[src/rtl/buff_arbiter.sv]
// buff_arbiter: arbitrates ownership of a shared transmit buffer between the
// system and a client, and sequences byte-by-byte transmission of the buffer
// contents to a UART transmitter while the system holds ownership.
module buff_arbiter #(
    parameter int WORDS = 5
) (
    input  logic             clock,
    input  logic             reset,
    input  logic             sys_req,
    input  logic             sys_rel,
    input  logic             cli_req,
    input  logic             cli_rel,
    output logic             sys_grant,
    output logic             cli_grant,
    input  logic             tx_go,
    input  logic [5:0]       tx_len,
    output logic [WORDS-1:0] buff_addr,
    output logic             buff_rd,
    output logic             tx_en,
    input  logic             tx_complete,
    output logic             busy,
    output logic             done
);

    // Longest transfer is one full pass over the buffer; when the buffer is
    // deeper than any 6-bit length the clamp never engages.
    localparam logic [6:0] CAP = (WORDS >= 6) ? 7'd127 : 7'(2 ** WORDS);

    typedef enum logic [2:0] {
        IDLE,
        SYS_OWN,
        CLI_OWN,
        TX_FETCH,
        TX_LOAD,
        TX_WAIT
    } state_t;

    state_t     state;
    state_t     state_next;
    logic [6:0] count;
    logic [6:0] len_clamped;
    logic       tx_accept;
    logic       tx_start;
    logic       tx_empty;
    logic       byte_done;
    logic       last_byte;

    // tx_go only counts while the system owns an idle buffer and is not
    // releasing it in the same cycle; release wins.
    assign tx_accept = (state == SYS_OWN) && !sys_rel && tx_go;
    assign tx_start  = tx_accept && (tx_len != 6'd0);
    assign tx_empty  = tx_accept && (tx_len == 6'd0);
    assign byte_done = (state == TX_WAIT) && tx_complete;
    assign last_byte = byte_done && (count <= 7'd1);

    // Clamp the requested length to one pass over the buffer.
    always_comb begin
        len_clamped = {1'b0, tx_len};
        if (len_clamped > CAP) begin
            len_clamped = CAP;
        end
    end

    // State register; reset returns to IDLE from anywhere, aborting a transfer.
    always_ff @(posedge clock) begin
        if (reset) begin
            state <= IDLE;
        end else begin
            state <= state_next;
        end
    end

    // Next-state logic: client wins ties in IDLE, no preemption of an owner.
    always_comb begin
        state_next = state;
        case (state)
            IDLE: begin
                if (cli_req) begin
                    state_next = CLI_OWN;
                end else if (sys_req) begin
                    state_next = SYS_OWN;
                end
            end
            SYS_OWN: begin
                if (sys_rel) begin
                    state_next = IDLE;
                end else if (tx_start) begin
                    state_next = TX_FETCH;
                end
            end
            CLI_OWN: begin
                if (cli_rel) begin
                    state_next = IDLE;
                end
            end
            TX_FETCH: state_next = TX_LOAD;
            TX_LOAD:  state_next = TX_WAIT;
            TX_WAIT: begin
                if (byte_done) begin
                    state_next = last_byte ? SYS_OWN : TX_FETCH;
                end
            end
            default: state_next = IDLE;
        endcase
    end

    // Outputs decoded from state: grants, read strobe, transmitter trigger, busy.
    always_comb begin
        sys_grant = 1'b0;
        cli_grant = 1'b0;
        buff_rd   = 1'b1;
        tx_en     = 1'b1;
        busy      = 1'b0;
        case (state)
            SYS_OWN: sys_grant = 1'b1;
            CLI_OWN: cli_grant = 1'b1;
            TX_FETCH: begin
                sys_grant = 1'b1;
                busy      = 1'b1;
                buff_rd   = 1'b0;
            end
            TX_LOAD: begin
                sys_grant = 1'b1;
                busy      = 1'b1;
                tx_en     = 1'b0;
            end
            TX_WAIT: begin
                sys_grant = 1'b1;
                busy      = 1'b1;
            end
            default: ;
        endcase
    end

    // Byte counter, read address and end-of-transfer pulse.
    always_ff @(posedge clock) begin
        if (reset) begin
            count     <= 7'd0;
            buff_addr <= '0;
            done      <= 1'b0;
        end else begin
            done <= tx_empty || last_byte;
            if (tx_start) begin
                count     <= len_clamped;
                buff_addr <= '0;
            end else if (byte_done) begin
                count <= count - 7'd1;
                if (!last_byte) begin
                    // Natural wrap modulo the buffer depth.
                    buff_addr <= buff_addr + WORDS'(1);
                end
            end
        end
    end

endmodule

[config.mk]
export PLATFORM = sky130hd
export DESIGN_NAME = buff_arbiter
export DESIGN_NICKNAME = d
export VERILOG_FILES = /design/src/rtl/buff_arbiter.sv
export SDC_FILE = /design/constraint.sdc
export NUM_CORES = 1
export LEC_CHECK = 0
export ABC_AREA = 1
export CAP_MARGIN = 10
export CORE_ASPECT_RATIO = 0.8
export CORE_MARGIN = 4
export CORE_UTILIZATION = 48
export CTS_CLUSTER_DIAMETER = 100
export CTS_CLUSTER_SIZE = 10
export DETAILED_ROUTE_END_ITERATION = 10
export PLACE_DENSITY = 0.8
export REMOVE_ABC_BUFFERS = 1
export SETUP_SLACK_MARGIN = 0.3
export SYNTH_ARGS = -nofsm -noshare
export SYNTH_HDL_FRONTEND = slang
export SYNTH_SLANG_ARGS = --single-unit
[constraint.sdc]
create_clock -name clock -period 1.8 [get_ports clock]
set_clock_uncertainty 0.2 [all_clocks]
set_input_delay 0.27 -clock clock [delete_from_list [all_inputs] [get_ports clock]]
set_output_delay 0.27 -clock clock [all_outputs]
set_load 0.02 [all_outputs]
==> impl_metrics.yaml, run 1 <==
pwr:
  peakVddDrop_uv: 583
  p_per_area_mw_per_mm2: 655
  power.total_w: 0.00116
  cellLeakagePower_nw: 0.829
finish:
  final_common_cell: "nand2_1"
  synthToLayoutAreaGrowth_pct: 72.3
  final_layout_size_suffix_gt1_frac: 0.498
  final_cell_mix: "nand2_1, inv_1, nor2_1, buf_4, buf_6"
  antenna_cells: 0
  fin_nets: 223
cts:
  cts_sinks: 16
  cts_tree: "done"
  cts_htree_levels: 1
  clk_pin_slew_worst_paths_ns: 0.11
  clk_latency_ns: 0.31
  cts_buffer_depth: 2
  cts_buffers: 3
  ctsRootBufferMaster: "clkbuf_4"
yosys:
  avgSynthCellArea_um2: 6.52
  yosysSeqAreaShare: 0.311
  ys_seq_elements: 16
  synth_cell_types: 23
  syn_area_mm2: 0.00103
  ys_warn_count: 0
  netlist_instances: 158
setup_path:
  crit_fanout: 6
  startpoint_type: "flip-flop"
  r2r-end: "buff_addr[0]$_SDFFE_PP0P_"
  cp-end-kind: "flip-flop"
  worstSetupEndpoint: "buff_addr[0]$_SDFFE_PP0P_"
  critical_path.startpoint: "state[0]$_SDFFE_PP0P_"
  reg2reg_depth: 8
  cp_data_arrival_time_ns: 1.70
  r2r_slack_ns: 0.12
  rr_startpoint: "state[0]$_SDFFE_PP0P_"
  critPathKind: "reg -> reg"
  worst_ep_required_time_ns: 1.82
floorplanning:
  initial_core_util: 0.525
  num_rows: 14
  die_h_um: 49.4
  die_x_um: 59.8
  ios: 25
  core_mm2: 0.00196
  die_area_mm2: 0.00295
timing:
  worst_slack_ns: 0.123
  period_share: 0.931
  setup_tns_ns: 0
  finalCriticalPeriod_ns: 1.68
  slew_headroom: 0.799
  fmax_ghz: 0.596
  hold_viol: 0
  setup_violations: 0
  rsz0062_at_grt: "true"
  tightest_slew_ns: 0.300
  final-max-slew-violation-count: 0
routing:
  top_layer: "met4"
  avgViaCountPerCell: 5.80
  wl_met1_mm: 1.63
  first_pass_iters: 4
  drt-initial-drc-count: 95
  wl_met2_mm: 2.11
  wl_met3_um: 264
  vias: 1328
  drc_errors: 0
  drtAntennaViolNets: 0
  routed_wl_mm: 4.14
  wl_per_cell_um: 18.1
place:
  place_worst_setup_slack_ns: -0.116
  dp_hpwl_mm: 2.04
  gp_congestion: 0.808
  port_buffers: 24
grt:
  grt_pass1_vias: 1129
  overflow: 0
  grt_max_degree: 10
  antenna_found_initial: 0
  grt.total_usage: 0.212
  grt_pass1_wl_mm: 4.90
hold_path:
  holdCritPathClass: "in -> reg"
status:
  status: "completed"
job:
  maxCapViolCount: 0
## critical path, stage by stage, from the launching register on
cell and delay, ns:
dfxtp_4 0.40, buf_6 0.12, inv_2 0.06, nor2_4 0.16, nand2_4 0.10, nor2_4 0.22, inv_2 0.10, xor2_1 0.18
nor2_2 0.05
## repair_timing
action	in CTS	in global routing
setup endpoints to repair	24	25
setup buffers	8	7
gates resized for setup	61	76
pin swaps	8	22
hold buffers	0	0
## synth_stat cells
| master | number | area (um^2) |
|---|---|---|
| nand3_2 | 1 | 10.0 |
| o21ai_1 | 1 | 5.00 |
| nand3_1 | 13 | 65.1 |
| a31oi_1 | 1 | 6.26 |
| inv_2 | 8 | 30.0 |
| o211ai_1 | 1 | 7.51 |
| nand2_4 | 2 | 22.5 |
| nand2_2 | 2 | 12.5 |
| or2_2 | 1 | 6.26 |
| nor3_1 | 1 | 5.00 |
| nor2_4 | 3 | 33.8 |
| o21ai_0 | 9 | 45.0 |
| nand4_1 | 2 | 12.5 |
| xor2_1 | 4 | 35.0 |
| inv_1 | 18 | 67.6 |
| o21ai_2 | 1 | 8.76 |
| ha_1 | 3 | 37.5 |
| nand2_1 | 35 | 131 |
| a21oi_1 | 12 | 60.1 |
| nor2_1 | 20 | 75.1 |
| nor2_2 | 1 | 6.26 |
| dfxtp_1 | 16 | 320 |
| xnor2_1 | 3 | 26.3 |
## report_power, final
part	switching (W)	internal (W)	total [W]
clock network	0.000141	0.000124	0.000265
registers	0.0000322	0.000379	0.000411
logic	0.000279	0.000207	0.000486
total	0.000453	0.000710	0.00116
## worst min path at each step
stage | startpoint | end | slack (ns) | cells past startpoint
3_3_place_gp | buff_addr[4]$_SDFFE_PP0P_ | buff_addr[4]$_SDFFE_PP0P_ | 0.27 | 2
5_1_grt | tx_len[3] | count[3]$_SDFFE_PP0P_ | 0.26 | 5
2_1_floorplan | reset | count[3]$_SDFFE_PP0P_ | 0.14 | 1
3_5_place_dp | count[0]$_SDFFE_PP0P_ | count[0]$_SDFFE_PP0P_ | 0.29 | 2
6_report | tx_len[1] | count[1]$_SDFFE_PP0P_ | 0.24 | 5
4_1_cts | count[6]$_SDFFE_PP0P_ | count[6]$_SDFFE_PP0P_ | 0.30 | 2
## flip-flops by register name, indices dropped and copies added (netlist names)
name and flops:
done 1, state 3, count 7, buff_addr 5
## metrics by stage
step | utilization | cell area [um^2] | hold slack [ns] | cells
2_1_floorplan | - | 1030 | 0.139 | 158
5_1_grt | 0.904 | 1770 | 0.255 | 229
4_1_cts | 0.760 | 1490 | 0.303 | 222
3_3_place_gp | 0.678 | 1330 | 0.274 | 210
3_5_place_dp | 0.678 | 1330 | 0.286 | 210
6_report | 0.904 | 1770 | 0.240 | 229
## layout make-up
type / instances / area [um^2]
clock buffers: 4 / 36.3
fillers: 88 / 188
inverters: 26 / 115
multi-input cells: 116 / 831
flip-flops and latches: 16 / 337
well taps: 24 / 30.0
repair buffers: 43 / 425
## cell families (layout without fill, tap and decap cells)
logic type / Yosys count / after routing / share of synthesized area
AOI/OAI and AO/OA: 25 / 25 / 0.129
xor gates and xnor gates: 7 / 7 / 0.0595
adders and majority gates: 3 / 3 / 0.0365
buffers and inverters: 26 / 73 / 0.0948
DFF: 16 / 16 / 0.311
and+or+nand+nor: 81 / 81 / 0.369
## per-layer routing
metal  vias up  track usage
met3        20       0.0556
met1       643        0.274
met2        66        0.345
li1        599            -
met5         -            0
met4         0       0.0517
Power figures use the tool's default switching activity.
==> run 2: changes to the inputs <==
--- a/config.mk
+++ b/config.mk
@@ -8,7 +8,7 @@
 export ABC_AREA = 1
 export CAP_MARGIN = 10
 export CORE_ASPECT_RATIO = 0.8
-export CORE_MARGIN = 4
+export CORE_MARGIN = 8
 export CORE_UTILIZATION = 48
 export CTS_CLUSTER_DIAMETER = 100
 export CTS_CLUSTER_SIZE = 10
==> run 2 against run 1 <==
  * Count of clock-buffer cells in the layout did not move
  * Routed wire length decreased by 11%
  * Final area shrank 4.9%
  * Die area rose by 32%
  * Setup slack got worse by 0.0042 ns
  * Global-route usage down 5.0 points
  * Sequential share of layout area up 0.69 points
  * First-iteration DRC count grew 8.4%
  * Clock power fell by 5%
  * Non-clock buffer count grew 1
  * Core utilization shrank 9.5 points
  * Critical endpoint is now count[4]$_SDFFE_PP0P_
==> impl_metrics.yaml, run 2 (synthesis gave the netlist of run 1 again) <==
pwr:
  switchingPower_w: 0.000406
  combPwrFrac: 0.409
  power.sequential.fraction: 0.364
  p_int_w: 0.000705
  peakVddDrop_uv: 514
  clkPwrFrac: 0.227
  cellLeakagePower_nw: 0.749
  p_sw_frac: 0.365
  p_per_area_mw_per_mm2: 658
place:
  gp_congestion: 0.857
  place_worst_setup_slack_ns: -0.0341
  dp_hpwl_mm: 2.04
  dpl_cell_area_mm2: 0.00133
  port_buffers: 24
cts:
  ctsRootBufferMaster: "clkbuf_4"
  cts_buffer_depth: 2
  cts_hold_buf: 0
  clk_latency_ns: 0.30
  cts_tree: "done"
  cts_buffers: 3
  clk_pin_slew_worst_paths_ns: 0.10
  cts_sinks: 16
  cts_htree_levels: 1
floorplanning:
  num_rows: 15
  die_h_um: 57.4
  die_area_mm2: 0.00389
  core_mm2: 0.00208
  die_x_um: 67.8
  ios: 25
  initial_core_util: 0.494
grt:
  overflow: 0
  grt_pass1_wl_mm: 4.97
  grt_max_degree: 10
  grt.total_usage: 0.162
  grt_pass1_vias: 1197
  antenna_found_initial: 0
timing:
  slew_headroom: 0.804
  tightest_slew_ns: 0.293
  worst_slack_ns: 0.119
  hold_viol: 0
  finalCriticalPeriod_ns: 1.68
  period_share: 0.934
  fmax_ghz: 0.595
  final-max-slew-violation-count: 0
  worst_hold_slack_ns: 0.298
  setup_violations: 0
  rsz0062_at_grt: "true"
finish:
  final_common_cell: "nand2_1"
  fin_area_mm2: 0.00169
  reg_top3: "count (7), buff_addr (5), state (3)"
  final_cell_mix: "nand2_1, inv_1, nor2_1, buf_4, clkdlybuf4s50_1"
  largest_register_ffs: 7
  fin_nets: 224
  antenna_cells: 0
  synthToLayoutAreaGrowth_pct: 63.8
  top_register: "count"
  final_layout_size_suffix_gt1_frac: 0.422
setup_path:
  cp_top_family: "simple AND/OR/NAND/NOR gates"
  crit_fanout: 7
  critPathKind: "reg -> reg"
  worst_ep_required_time_ns: 1.80
  startpoint_type: "flip-flop"
  crit_chain: "inv_2 > nand2_4 > buf_6 > nor2_4 > nand2_4 > buf_4 > nand2_8 > nand2_2 > a21oi_2 > nor2_1"
  crit_slowest_cell: "dfxtp_2"
  r2r_slack_ns: 0.12
  crit_top_cell: "nand2_4"
  cp-end-kind: "flip-flop"
  worst-path-buf-inv: 3
  cp_data_arrival_time_ns: 1.68
  critPathMaxStageDelay_ns: 0.35
hold_path:
  holdCritPathClass: "reg -> reg"
routing:
  wl_per_cell_um: 15.9
  first_pass_iters: 6
  drtAntennaViolNets: 0
  routed_wl_mm: 3.68
  vias: 1219
  avgViaCountPerCell: 5.28
  drt-initial-drc-count: 103
  drc_errors: 0
status:
  status: "completed"
job:
  maxCapViolCount: 0
[run 2: changes by cell type in the layout (fill, tap and decap cells not counted), moves of 3 or more]
cell	before	now
clkdlybuf4s50_1	7	13
dlymetal6s2s_1	6	0
nand2_1	23	28
nand3_2	7	2
nand3_1	6	10
buf_4	12	15
o21ai_0	4	1
o21ai_1	3	6
[run 2: worst min-delay path, stage by stage, from the launching register on]
cell and delay (ns):
dfxtp_2 0.35, nand2_1 0.06, a21oi_1 0.05
[run 2: repair_timing]
action / in CTS / in global routing
setup buffers: 12 / 4
pin swaps: 11 / 11
resized for setup: 79 / 31
endpoints found under the setup margin: 25 / 23
[run 2: path summary, 6_finish.rpt]
path	startpoint	end	cells past startpoint
max	state[1]$_SDFFE_PP0P_	count[4]$_SDFFE_PP0P_	10
min	count[0]$_SDFFE_PP0P_	count[0]$_SDFFE_PP0P_	2
max reg2reg	state[1]$_SDFFE_PP0P_	count[4]$_SDFFE_PP0P_	10
min reg2reg	count[0]$_SDFFE_PP0P_	count[0]$_SDFFE_PP0P_	2
[run 2: cell type report]
cell class / count / area, um^2
multi-input combinational: 116 / 772
timing repair buffer: 44 / 408
fill: 124 / 397
sequential: 16 / 332
inverter: 26 / 108
clock buffer: 4 / 36.3
tap: 25 / 31.3
[run 2: metal layers]
metal,part of all wire,up-vias,GRT usage,routed length (um)
met5,0,-,0,0
met4,0.024,0,0.0641,89
met3,0.056,14,0.0586,208
met2,0.51,50,0.278,1890
met1,0.41,559,0.173,1490
li1,-,596,-,-
[run 2: through the flow]
stage                     total power [W]  setup TNS [ns]  cells  utilization
after global routing              0.00116               0    231        0.810
final                             0.00111               0    231        0.810
after floorplan                  0.000599               0    158            -
after global placement           0.000708               0    211        0.639
after CTS                         0.00103               0    227        0.750
after detailed placement         0.000715          -0.147    211        0.639
[run 2: power groups by stage]
stage	Combinational [W]	Clock (W)	Sequential [W]
global route	0.000488	0.000262	0.000406
CTS	0.000386	0.000248	0.000399
global placement	0.000305	0	0.000404
floorplan	0.000201	0	0.000399
finish	0.000454	0.000252	0.000404
detailed placement	0.000311	0	0.000404
